==> src/rtl/sseg_scan_ctrl.sv <==
// Four-digit common-anode seven-segment controller: captures a 16-bit value, optionally
// converts it to BCD with a sequential double-dabble engine, and time-multiplexes the digits.
module sseg_scan_ctrl #(
  parameter int unsigned REFRESH_DIV = 50000,
  parameter bit          BLANK_LZ    = 1'b1
) (
  input  logic        clk,
  input  logic        rst,
  input  logic [15:0] data_in,
  input  logic        load,
  input  logic        hex_mode,
  output logic        busy,
  output logic [7:0]  segs,
  output logic [3:0]  an
);

  localparam int unsigned CntW = $clog2(REFRESH_DIV);
  localparam logic [CntW-1:0] CntMax = CntW'(REFRESH_DIV - 1);

  localparam logic [7:0] SegBlank = 8'hFF;
  localparam logic [7:0] SegDash  = 8'hBF;

  typedef enum logic [1:0] {StIdle, StConv, StCommit} state_e;

  state_e          state_q, state_d;
  logic [15:0]     bin_q, bin_d;
  logic [16:0]     bcd_q, bcd_d;
  logic            ovf_q, ovf_d;
  logic [3:0]      iter_q, iter_d;
  logic [15:0]     digits_q, digits_d;
  logic            hex_q, hex_d;
  logic            dash_q, dash_d;
  logic [3:0]      blank_q, blank_d;
  logic [CntW-1:0] refresh_q, refresh_d;
  logic [1:0]      idx_q, idx_d;
  logic [7:0]      segs_q, segs_d;
  logic [3:0]      an_q, an_d;

  logic [16:0] bcd_adj;
  logic [3:0]  nib_sel;
  logic        blank_sel;

  function automatic logic [7:0] seg_enc(input logic [3:0] v);
    logic [7:0] s;
    unique case (v)
      4'h0: s = 8'hC0;
      4'h1: s = 8'hF9;
      4'h2: s = 8'hA4;
      4'h3: s = 8'hB0;
      4'h4: s = 8'h99;
      4'h5: s = 8'h92;
      4'h6: s = 8'h82;
      4'h7: s = 8'hF8;
      4'h8: s = 8'h80;
      4'h9: s = 8'h90;
      4'hA: s = 8'h88;
      4'hB: s = 8'h83;
      4'hC: s = 8'hC6;
      4'hD: s = 8'hA1;
      4'hE: s = 8'h86;
      4'hF: s = 8'h8E;
      default: s = SegBlank;
    endcase
    return s;
  endfunction

  // Add-3 correction on each BCD nibble ahead of the shift.
  always_comb begin
    bcd_adj = bcd_q;
    for (int i = 0; i < 4; i++) begin
      if (bcd_q[4*i +: 4] >= 4'd5) begin
        bcd_adj[4*i +: 4] = bcd_q[4*i +: 4] + 4'd3;
      end
    end
  end

  always_comb begin
    state_d  = state_q;
    bin_d    = bin_q;
    bcd_d    = bcd_q;
    ovf_d    = ovf_q;
    iter_d   = iter_q;
    digits_d = digits_q;
    hex_d    = hex_q;
    dash_d   = dash_q;
    blank_d  = blank_q;

    unique case (state_q)
      StIdle: begin
        if (load) begin
          if (hex_mode) begin
            digits_d = data_in;
            hex_d    = 1'b1;
            dash_d   = 1'b0;
            blank_d  = 4'b0000;
          end else begin
            bin_d   = data_in;
            bcd_d   = '0;
            ovf_d   = 1'b0;
            iter_d  = '0;
            state_d = StConv;
          end
        end
      end
      StConv: begin
        bcd_d  = {bcd_adj[15:0], bin_q[15]};
        bin_d  = {bin_q[14:0], 1'b0};
        // Once a ten-thousands bit appears the value can only grow, so keep it sticky.
        ovf_d  = ovf_q | bcd_adj[15];
        iter_d = iter_q + 4'd1;
        if (iter_q == 4'd15) begin
          state_d = StCommit;
        end
      end
      StCommit: begin
        digits_d = bcd_q[15:0];
        hex_d    = 1'b0;
        dash_d   = ovf_q;
        blank_d  = 4'b0000;
        if (BLANK_LZ && !ovf_q) begin
          blank_d[3] = (bcd_q[15:12] == 4'd0);
          blank_d[2] = (bcd_q[15:8] == 8'd0);
          blank_d[1] = (bcd_q[15:4] == 12'd0);
        end
        state_d = StIdle;
      end
      default: state_d = StIdle;
    endcase
  end

  // Scan: outputs are built from next-state values so they line up with the registered state.
  always_comb begin
    refresh_d = refresh_q + 1'b1;
    idx_d     = idx_q;
    if (refresh_q == CntMax) begin
      refresh_d = '0;
      idx_d     = idx_q + 2'd1;
    end

    unique case (idx_d)
      2'd0: nib_sel = digits_d[3:0];
      2'd1: nib_sel = digits_d[7:4];
      2'd2: nib_sel = digits_d[11:8];
      2'd3: nib_sel = digits_d[15:12];
      default: nib_sel = 4'h0;
    endcase
    blank_sel = blank_d[idx_d];

    if (blank_sel) begin
      segs_d = SegBlank;
      an_d   = 4'b1111;
    end else begin
      segs_d = (dash_d && !hex_d) ? SegDash : seg_enc(nib_sel);
      an_d   = ~(4'b0001 << idx_d);
    end
  end

  always_ff @(posedge clk) begin
    if (rst) begin
      state_q   <= StIdle;
      bin_q     <= '0;
      bcd_q     <= '0;
      ovf_q     <= 1'b0;
      iter_q    <= '0;
      digits_q  <= '0;
      hex_q     <= 1'b1;
      dash_q    <= 1'b0;
      blank_q   <= 4'b0000;
      refresh_q <= '0;
      idx_q     <= 2'd0;
      segs_q    <= 8'hC0;
      an_q      <= 4'b1110;
    end else begin
      state_q   <= state_d;
      bin_q     <= bin_d;
      bcd_q     <= bcd_d;
      ovf_q     <= ovf_d;
      iter_q    <= iter_d;
      digits_q  <= digits_d;
      hex_q     <= hex_d;
      dash_q    <= dash_d;
      blank_q   <= blank_d;
      refresh_q <= refresh_d;
      idx_q     <= idx_d;
      segs_q    <= segs_d;
      an_q      <= an_d;
    end
  end

  assign busy = (state_q != StIdle);
  assign segs = segs_q;
  assign an   = an_q;

endmodule

==> config.mk <==
export PLATFORM = sky130hd
export DESIGN_NAME = sseg_scan_ctrl
export DESIGN_NICKNAME = d
export VERILOG_FILES = /design/src/rtl/sseg_scan_ctrl.sv
export SDC_FILE = /design/constraint.sdc
export NUM_CORES = 1
export LEC_CHECK = 0
export ABC_AREA = 1
export ABC_CLOCK_PERIOD_IN_PS = 3000
export CAP_MARGIN = 20
export CORE_MARGIN = 4
export CORE_UTILIZATION = 41
export CTS_BUF_LIST = sky130_fd_sc_hd__clkbuf_16
export CTS_CLUSTER_SIZE = 8
export DETAILED_ROUTE_END_ITERATION = 12
export GPL_TIMING_DRIVEN = 0
export SYNTH_ARGS = -nofsm -noshare
export SYNTH_HDL_FRONTEND = slang
export SYNTH_SLANG_ARGS = --single-unit
==> constraint.sdc <==
create_clock -name clk -period 3 [get_ports clk]
set_clock_uncertainty 0.05 [all_clocks]
set_input_delay 0.3 -clock clk [delete_from_list [all_inputs] [get_ports clk]]
set_output_delay 0.3 -clock clk [all_outputs]
set_load 0.02 [all_outputs]
# After elaboration in Yosys (flattened, before gate mapping)
# Memory sizes are Yosys's and may differ from the RTL's.
# Index checks and enable logic that the tools add are counted.
dict set report classes {
  add_sub_neg 7
  order_cmp 5
  n_eq_ne 10
  n_shift 1
  muxes 40
  bitwise 2
  reduce_logical 14
}
# op n
set ops {}
lappend ops {{$mux 16} 6}
lappend ops {{$pmux 16 s2} 3}
lappend ops {{$mux 4} 8}
lappend ops {{$add 16x1->16 const B} 1}
lappend ops {{$add 4x2->4 const B} 4}
lappend ops {{$eq 16x16->1 const B} 1}
lappend ops {{$ge 4x3->1 const B} 4}
lappend ops {{$pmux 4 s2} 2}
lappend ops {{$pmux 4 s4} 1}
lappend ops {{$logic_not 12->1} 1}
lappend ops {{$logic_not 8->1} 1}
lappend ops {{$mux 1} 8}
lappend ops {{$mux 2} 4}
lappend ops {{$mux 7} 1}
lappend ops {{$eq 2x2->1 const B} 3}
lappend ops {{$mux 6} 1}
lappend ops {{$ne 2x2->1 const B} 3}
lappend ops {{$pmux 1 s2} 3}
lappend ops {{$reduce_and 3->1} 2}
lappend ops {{$add 4x1->4 const B} 1}
lappend ops {{$eq 2x1->1 const B} 2}
lappend ops {{$eq 4x4->1 const B} 1}
lappend ops {{$logic_not 2->1} 2}
lappend ops {{$logic_not 4->1} 1}
lappend ops {{other kinds (13)} 15}
dict set report word_totals {
  ff_bits 91
  mem_bits_ro 112
  input_bits 20
  out_inout_bits 13
  wordCells 96
  n_memories 1
}
# name depth width rd rd_clocked_by_memory_dff wr line_no
set mem_list {}
lappend mem_list {{(name not given)} 16 7 1 0 0 45} ;# unique case (v)

# Longest topological paths before layout
# Gate-level depths: netlist of the first run.
dict set report logic_depth {
  ltp_word 7
  depth_mapped 20
  mapped_depth_nobuf 19
}

# Worst setup path after synthesis of the first run
# Ideal clock, no wire load.
dict set report synth_timing {
  kind {register to register}
  start {register refresh_q[0]}
  end {register segs_q[1], in the netlist segs[1]}
  setup_ps 128
  arrival_ps 2126
  t_required_ps 2822
  slack_ps 696
  path_stages_with_launch 17
  path_buffers 1
  period_less_slack_ps 2304
  cell_sequence {dfxtp_1 > ha_1 > nand3_2 > nor2_4 > nand2_2 > nand2_4 > nand2_4 > buf_6 > nor2_2 > nand2_1 > nand4_2 > inv_1 > ha_1 > nand2_1 > o21ai_1 > nor2_1 > nor2_1}
}
dict set report synth_between {
  elab_chain_len 7
  word_cells_on_any_way 12
  cone_classes {4 x eq/ne; 6 x mux; 1 x reduce/logical; 1 x memory}
}
# element line_no
set synth_rtl {}
lappend synth_rtl {{start, declared} 34} ;# logic [CntW-1:0] refresh_q, refresh_d;
lappend synth_rtl {{start signal, assigned} 183} ;# refresh_q <= refresh_d;
lappend synth_rtl {{$eq 16x16->1 (*)} 135} ;# if (refresh_q == CntMax) begin
lappend synth_rtl {{$mux 2 (*)} 135}
lappend synth_rtl {{$eq 2x2->1, or another cell as far along} 140} ;# unique case (idx_d)
lappend synth_rtl {{$pmux 4 s4} 140}
lappend synth_rtl {{$mem_v2 16x7} --}
lappend synth_rtl {{$mux 7} 153} ;# segs_d = (dash_d && !hex_d) ? SegDash : seg_enc(nib_sel);
lappend synth_rtl {{$mux 6 (*)} 149} ;# if (blank_sel) begin
lappend synth_rtl {{end signal, assigned} 185} ;# segs_q <= segs_d;
lappend synth_rtl {{end, declared} 36} ;# logic [7:0] segs_q, segs_d;
# Mark *: on every way between the ends. The rest lies on a longest branch, timed or not. The select of a mux whose other input is x is not followed.
# A chain may end at the register's enable or synchronous reset.

# Final worst setup path of the first run
dict set report layout_timing {
  start {register refresh_q[0]}
  end {register segs_q[3], in the netlist segs[3]}
}
# The elaborated chain is that of the path after synthesis.

==> impl_metrics.yaml, run 1 <==
setup_path:
  rr_worst_depth: 18
  cp_top_family: "simple AND/OR/NAND/NOR gates"
  r2r_end: "segs[3]$_SDFF_PP0_"
  crit_path_cell_trace: "ha_1 -> nand3_2 -> nor2_1 -> nand3_2 -> nand2_4 -> buf_6 -> nor2_2 -> nand2_1 -> nand3_1 -> nor2_2 -> inv_1 -> ha_1 -> nand2_1 -> nand2_1 -> nand2_1 -> nand3_1 -> nand2_1 -> inv_1"
  r2r_start: "refresh_q[0]$_SDFF_PP0_"
  path_common_cell: "nand2_1"
  crit_path_end_kind: "register"
  cp_num_buf_inv: 3
  crit_type: "reg2reg"
  path_max_fanout: 10
  slowest_stage: "dfxtp_1"
  required_ns: 3.20
  worstSetupStartpointType: "register"
  worstPathArrival_ns: 2.85
  max_stage_delay_ns: 0.36
  r2r_slack_ns: 0.36
timing:
  drv_slew: 0
  fmax_mhz: 378.1
  rsz0062_at_grt: "false"
  fin_ws_ns: 0.3554
  finalHoldViolCount: 0
  tightest_slew_ns: 0.7915
  tns_ns: 0
  finalSetupViolations: 0
  min_period_ns: 2.645
  relSlewSlack: 0.4704
  fin_crit_sh: 0.8815
clock_tree:
  cts-root-buf: "clkbuf_16"
  clk_pin_slew_worst_paths_ns: 0.07
  htreeDepth: 3
  cts_buffers: 9
  numClockSinks: 90
  postCtsResizedCells: 0
  hold_buffers: 0
  cts_tree: "built"
  post-cts-setup-buffers: 0
  clk_path_buf_depth: 2
  clk_latency_ns: 0.35
cells_and_area:
  regArea_um2: 1802
  nFillCells: 1158
  nets: 763
  fin_cells: 871
  final_cell_mix: "nand2_1, dfxtp_1, inv_1, nor2_1, nand3_1"
  layout_commonest_cell: "nand2_1"
  insertedDiodeCount: 0
  drive_above_1_share: 0.08379
  areaGrowthSynthToFinish_pct: 17.26
  multi_input_area_um2: 2560
logic_synthesis:
  yosysWarnings: 0
  synth_top_family_by_area: "simple AND/OR/NAND/NOR gates"
  synth.ff_latch_count: 90
  ys_top_cells_by_area: "dfxtp_1, nand2_1, inv_1"
  synthSimpleGateAreaFrac: 0.3209
  netlist.area_leader.share: 0.3754
  avgSynthCellArea_um2: 7.038
  synth_compound_area_frac: 0.1468
  syn_inst: 682
  synth.mux.area_fraction: 0
  ys_seq_area_frac: 0.3754
  synth_cell_types: 43
  synth_ff_type: "dfxtp_1"
  yosys.area.top_type: "dfxtp_1"
  synth-xor-area-share: 0.01277
  synthesis.nets: 722
  synthArstFlopShare: 0
  synthAdderAreaFrac: 0.05214
  synth_edf_count: 0
  synth_area_um2: 4800
place:
  dpl_worst_slack_ns: 0.01639
  dp.cells: 855
  io_buffers: 30
  hpwl_um: 9382
  gp_congestion: 0.8900
global_routing:
  top_usage_layer: "met2"
  overflow: 0
  antenna_found_initial: 0
  grt_util_met1: 0.2645
  grt_pass1_wl_um: 20510
  grtUsageTotal: 0.1942
  grt_max_degree: 17
  grt_pass1_vias: 4211
  grtUsageMet2: 0.3107
  use_met3: 0.03886
status:
  status: "complete, no violations"
die:
  core_um2: 11420
  die_area_um2: 13500
  rows: 39
  pin_count: 33
  start_util: 0.4203
  dieWidth_um: 116.2
  die_y_um: 116.2
drt:
  firstDrtPassIters: 5
  vias_per_cell: 5.259
  route.detailed.drc: 0
  route.vias.total: 4581
  drt_first_iter_violations: 462
  drt_wl_total_um: 12510
  antenna_left: 0
  wl_per_cell_um: 14.36
worst_hold_path:
  hp-start: "rst"
  hold_path_end: "an[1]$_SDFF_PP1_"
  min_path_type: "in2reg"
  hold_depth: 3
pwr:
  p_leak_nw: 2.297
  powerDensity_nw_per_um2: 527.8
  ir_drop_mv: 0.3153
flow_run:
  max_cap_violations: 0
[worst register-to-register path: stages, from the launching register on]
cell and delay (ns):
dfxtp_1 0.36, ha_1 0.21, nand3_2 0.15, nor2_1 0.15, nand3_2 0.17, nand2_4 0.15, buf_6 0.16, nor2_2 0.06
nand2_1 0.06, nand3_1 0.09, nor2_2 0.23, inv_1 0.14, ha_1 0.22, nand2_1 0.08, nand2_1 0.06, nand2_1 0.05
nand3_1 0.06, nand2_1 0.06, inv_1 0.04
[state kept, by name, summed over array words and instances, names as in the netlist]
signal     flops
bcd_q         16
state_q        2
digits_q      16
idx_q          2
blank_q        4
dash_q         1
an             4
refresh_q     16
bin_q         16
iter_q         4
segs           7
hex_q          1
ovf_q          1
[metrics by stage]
step | power [mW] | hold slack [ns] | cell area (um2) | util
after floorplan | 1.527 | 0.3679 | 4800 | -
after global placement | 1.658 | 0.3808 | 5279 | 0.4623
after detailed placement | 1.664 | 0.3854 | 5279 | 0.4623
after CTS | 2.995 | 0.3770 | 5628 | 0.4929
after global routing | 3.092 | 0.4076 | 5628 | 0.4929
final | 2.971 | 0.3819 | 5628 | 0.4929
[synth_stat cells, types with 2 or more instances]
cell        n
ha_1       20
inv_1      79
clkbuf_1   17
nor3b_1     5
nand2_2     8
o32ai_1     4
o22ai_1     3
xor2_1      5
xnor2_1     2
a22oi_1     3
buf_2       2
dfxtp_1    90
nor2_1     66
nor2_4      7
o21ai_1     7
nor3_1      8
nand3_2     4
buf_4       2
nor2_2      5
or2_2       3
a21oi_1    41
inv_2       4
nand2_1   163
nor4_1      2
nand2_4     3
o211ai_1   10
nand4_1     8
o21ai_0    33
buf_6       2
nand3_1    42
a31oi_1    21
and2_1      2
[report_power, final]
group          internal, mW  switching [mW]  leakage (nW)
clock network         0.821           0.508         0.167
registers              1.25          0.0221         0.733
logic                 0.133           0.240          1.40
total                  2.20           0.771          2.30
[cells by family after synthesis]
kind of cell	count (synthesis)
and+or+nand+nor	331
AOI/OAI and AO/OA	124
buffers and inverters	109
DFF	90
adders and majority gates	20
xor gates and xnor gates	7
other	1
[how the worst max path moves through the flow]
| stage | end | from | cells after the start | slack, ns |
|---|---|---|---|---|
| 2_1_floorplan | segs[1]$_SDFF_PP0_ | refresh_q[0]$_SDFF_PP0_ | 16 | 0.70 |
| 3_3_place_gp | segs[3]$_SDFF_PP0_ | hex_mode | 18 | 0.07 |
| 3_5_place_dp | segs[3]$_SDFF_PP0_ | hex_mode | 18 | 0.02 |
| 4_1_cts | segs[3]$_SDFF_PP0_ | refresh_q[0]$_SDFF_PP0_ | 18 | 0.33 |
| 5_1_grt | segs[3]$_SDFF_PP0_ | refresh_q[0]$_SDFF_PP0_ | 18 | 0.03 |
| 6_report | segs[3]$_SDFF_PP0_ | refresh_q[0]$_SDFF_PP0_ | 18 | 0.36 |
[cell type report]
cell class | instances | area share
timing repair buffer | 30 | 0.05336
buffer | 23 | 0.01979
tap | 143 | 0.03179
sequential | 90 | 0.3201
inverter | 86 | 0.05803
multi-input combinational | 483 | 0.4549
clock inverter | 7 | 0.02201
clock buffer | 9 | 0.04002
[metal layers]
layer	part of all wire	wire length, um
met5	0	0
met1	0.47	5890
met4	0.017	216
met2	0.46	5723
met3	0.054	676
(Power assumes the default switching activity.)
==> run 2: changes to the inputs <==
--- a/config.mk
+++ b/config.mk
@@ -10,7 +10,6 @@
 export CAP_MARGIN = 20
 export CORE_MARGIN = 4
 export CORE_UTILIZATION = 41
-export CTS_BUF_LIST = sky130_fd_sc_hd__clkbuf_16
 export CTS_CLUSTER_SIZE = 8
 export DETAILED_ROUTE_END_ITERATION = 12
 export GPL_TIMING_DRIVEN = 0
==> results of run 2 <==
The final DEF is identical to that of run 1; final timing and power are the same.
==> run 3: changes to the inputs <==
--- a/config.mk
+++ b/config.mk
@@ -12,7 +12,6 @@
 export CORE_UTILIZATION = 41
 export CTS_CLUSTER_SIZE = 8
 export DETAILED_ROUTE_END_ITERATION = 12
-export GPL_TIMING_DRIVEN = 0
 export SYNTH_ARGS = -nofsm -noshare
 export SYNTH_HDL_FRONTEND = slang
 export SYNTH_SLANG_ARGS = --single-unit
==> impl_metrics.yaml, run 3 (synthesis gave the netlist of run 1 again) <==
place:
  hpwl_um: 8640
  gp_congestion: 0.8647
  io_buffers: 31
  placed_area_um2: 5221
clock_tree:
  post-cts-setup-buffers: 0
  cts_tree: "built"
  numClockSinks: 90
  clk_latency_ns: 0.35
  htreeDepth: 3
  cts_buffers: 9
  clk_pin_slew_worst_paths_ns: 0.07
  postCtsResizedCells: 0
  hold_buffers: 0
  cts-root-buf: "clkbuf_16"
  clk_path_buf_depth: 2
setup_path:
  path_common_cell: "nor2_1"
  cp_num_buf_inv: 1
  crit_path_cell_trace: "ha_1 -> nand3_2 -> nor2_4 -> nand2_2 -> nand2_4 -> nand2_4 -> nor2_1 -> nand2_1 -> nand4_2 -> inv_1 -> ha_1 -> nand2_1 -> o21ai_1 -> nor2_1 -> nor2_1"
  slowest_stage: "dfxtp_1"
  rr_worst_depth: 15
  max_stage_delay_ns: 0.35
  crit_path_end_kind: "register"
  worstSetupStartpointType: "register"
  r2r_start: "refresh_q[0]$_SDFF_PP0_"
  path_max_fanout: 15
  worstPathArrival_ns: 2.77
  r2r_slack_ns: 0.40
  required_ns: 3.17
  crit_type: "reg2reg"
  r2r_end: "segs[1]$_SDFF_PP0_"
  cp_top_family: "simple AND/OR/NAND/NOR gates"
timing:
  finalSetupViolations: 0
  fmax_mhz: 384.3
  finalHoldViolCount: 0
  relSlewSlack: 0.6120
  tns_ns: 0
  fin_crit_sh: 0.8673
  hold_ws_ns: 0.3369
  rsz0062_at_grt: "false"
  tightest_slew_ns: 0.5820
  min_period_ns: 2.602
  drv_slew: 0
pwr:
  powerDensity_nw_per_um2: 515.8
  ir_drop_mv: 0.3642
  p_leak_nw: 2.268
drt:
  route.detailed.drc: 0
  drt_wl_total_um: 11820
  antenna_left: 0
  firstDrtPassIters: 5
  drt_first_iter_violations: 268
  wl_per_cell_um: 13.83
  route.vias.total: 4440
  vias_per_cell: 5.193
worst_hold_path:
  hold_path_end: "segs[3]$_SDFF_PP0_"
  hp-start: "rst"
  hold_depth: 4
  min_path_type: "in2reg"
cells_and_area:
  nets: 747
  design_area_um2: 5540
  areaGrowthSynthToFinish_pct: 15.43
  insertedDiodeCount: 0
  final_cell_mix: "nand2_1, dfxtp_1, inv_1, nor2_1, nand3_1"
  layout_commonest_cell: "nand2_1"
  drive_above_1_share: 0.08708
global_routing:
  grt_max_degree: 52
  grt_pass1_wl_um: 19840
  antenna_found_initial: 0
  grtUsageTotal: 0.1856
  grt_pass1_vias: 4124
  overflow: 0
status:
  status: "complete, no violations"
die:
  core_um2: 11420
  pin_count: 33
  die_area_um2: 13500
  die_y_um: 116.2
  dieWidth_um: 116.2
  start_util: 0.4203
  rows: 39
flow_run:
  max_cap_violations: 0
-- run 3: layout make-up --
class	instances	area, um2
clock buffer	10	229.0
clock inverter	6	90.09
fill	1191	5878
inverter	86	326.6
multi-input combinational	483	2564
sequential	90	1802
tap	143	178.9
timing repair buffer	37	350.3
-- run 3: worst max-delay path by stage --
stage	slack (ns)	cells after the start	start	endpoint
detailed placement	0.18	19	hex_mode	segs[3]$_SDFF_PP0_
floorplan	0.70	16	refresh_q[0]$_SDFF_PP0_	segs[1]$_SDFF_PP0_
CTS	0.37	15	refresh_q[0]$_SDFF_PP0_	segs[1]$_SDFF_PP0_
finish	0.40	15	refresh_q[0]$_SDFF_PP0_	segs[1]$_SDFF_PP0_
global placement	0.25	17	hex_mode	segs[3]$_SDFF_PP0_
global route	0.14	15	refresh_q[0]$_SDFF_PP0_	segs[5]$_SDFF_PP0_
-- run 3: per-stage QoR --
stage / instances / worst slack, ns / total power [mW] / util
CTS: 855 / 0.3660 / 2.886 / 0.4852
global route: 855 / 0.1427 / 2.985 / 0.4852
finish: 855 / 0.3980 / 2.858 / 0.4852
floorplan: 682 / 0.6963 / 1.527 / -
global placement: 839 / 0.2482 / 1.645 / 0.4573
detailed placement: 839 / 0.1820 / 1.652 / 0.4573
-- run 3: worst register-to-register path: stages (launching register included) --
cell and delay, ns:
dfxtp_1 0.35, ha_1 0.21, nand3_2 0.14, nor2_4 0.15
nand2_2 0.10, nand2_4 0.10, nand2_4 0.13, nor2_1 0.25
nand2_1 0.11, nand4_2 0.14, inv_1 0.12, ha_1 0.32
nand2_1 0.09, o21ai_1 0.06, nor2_1 0.10, nor2_1 0.04
-- run 3: routing by layer --
layer	track usage	routed length, um	up-vias
li1	-	-	2273
met1	0.2549	5742	2049
met2	0.2934	5320	103
met3	0.03161	556	15
met4	0.06883	205	0
met5	0	0	-
-- run 3: report_power, final --
| group | leakage [nW] | internal [mW] | switching (mW) | total (mW) |
|---|---|---|---|---|
| clock | 0.153 | 0.733 | 0.498 | 1.23 |
| combinational | 1.38 | 0.132 | 0.225 | 0.357 |
| sequential | 0.733 | 1.25 | 0.0237 | 1.27 |
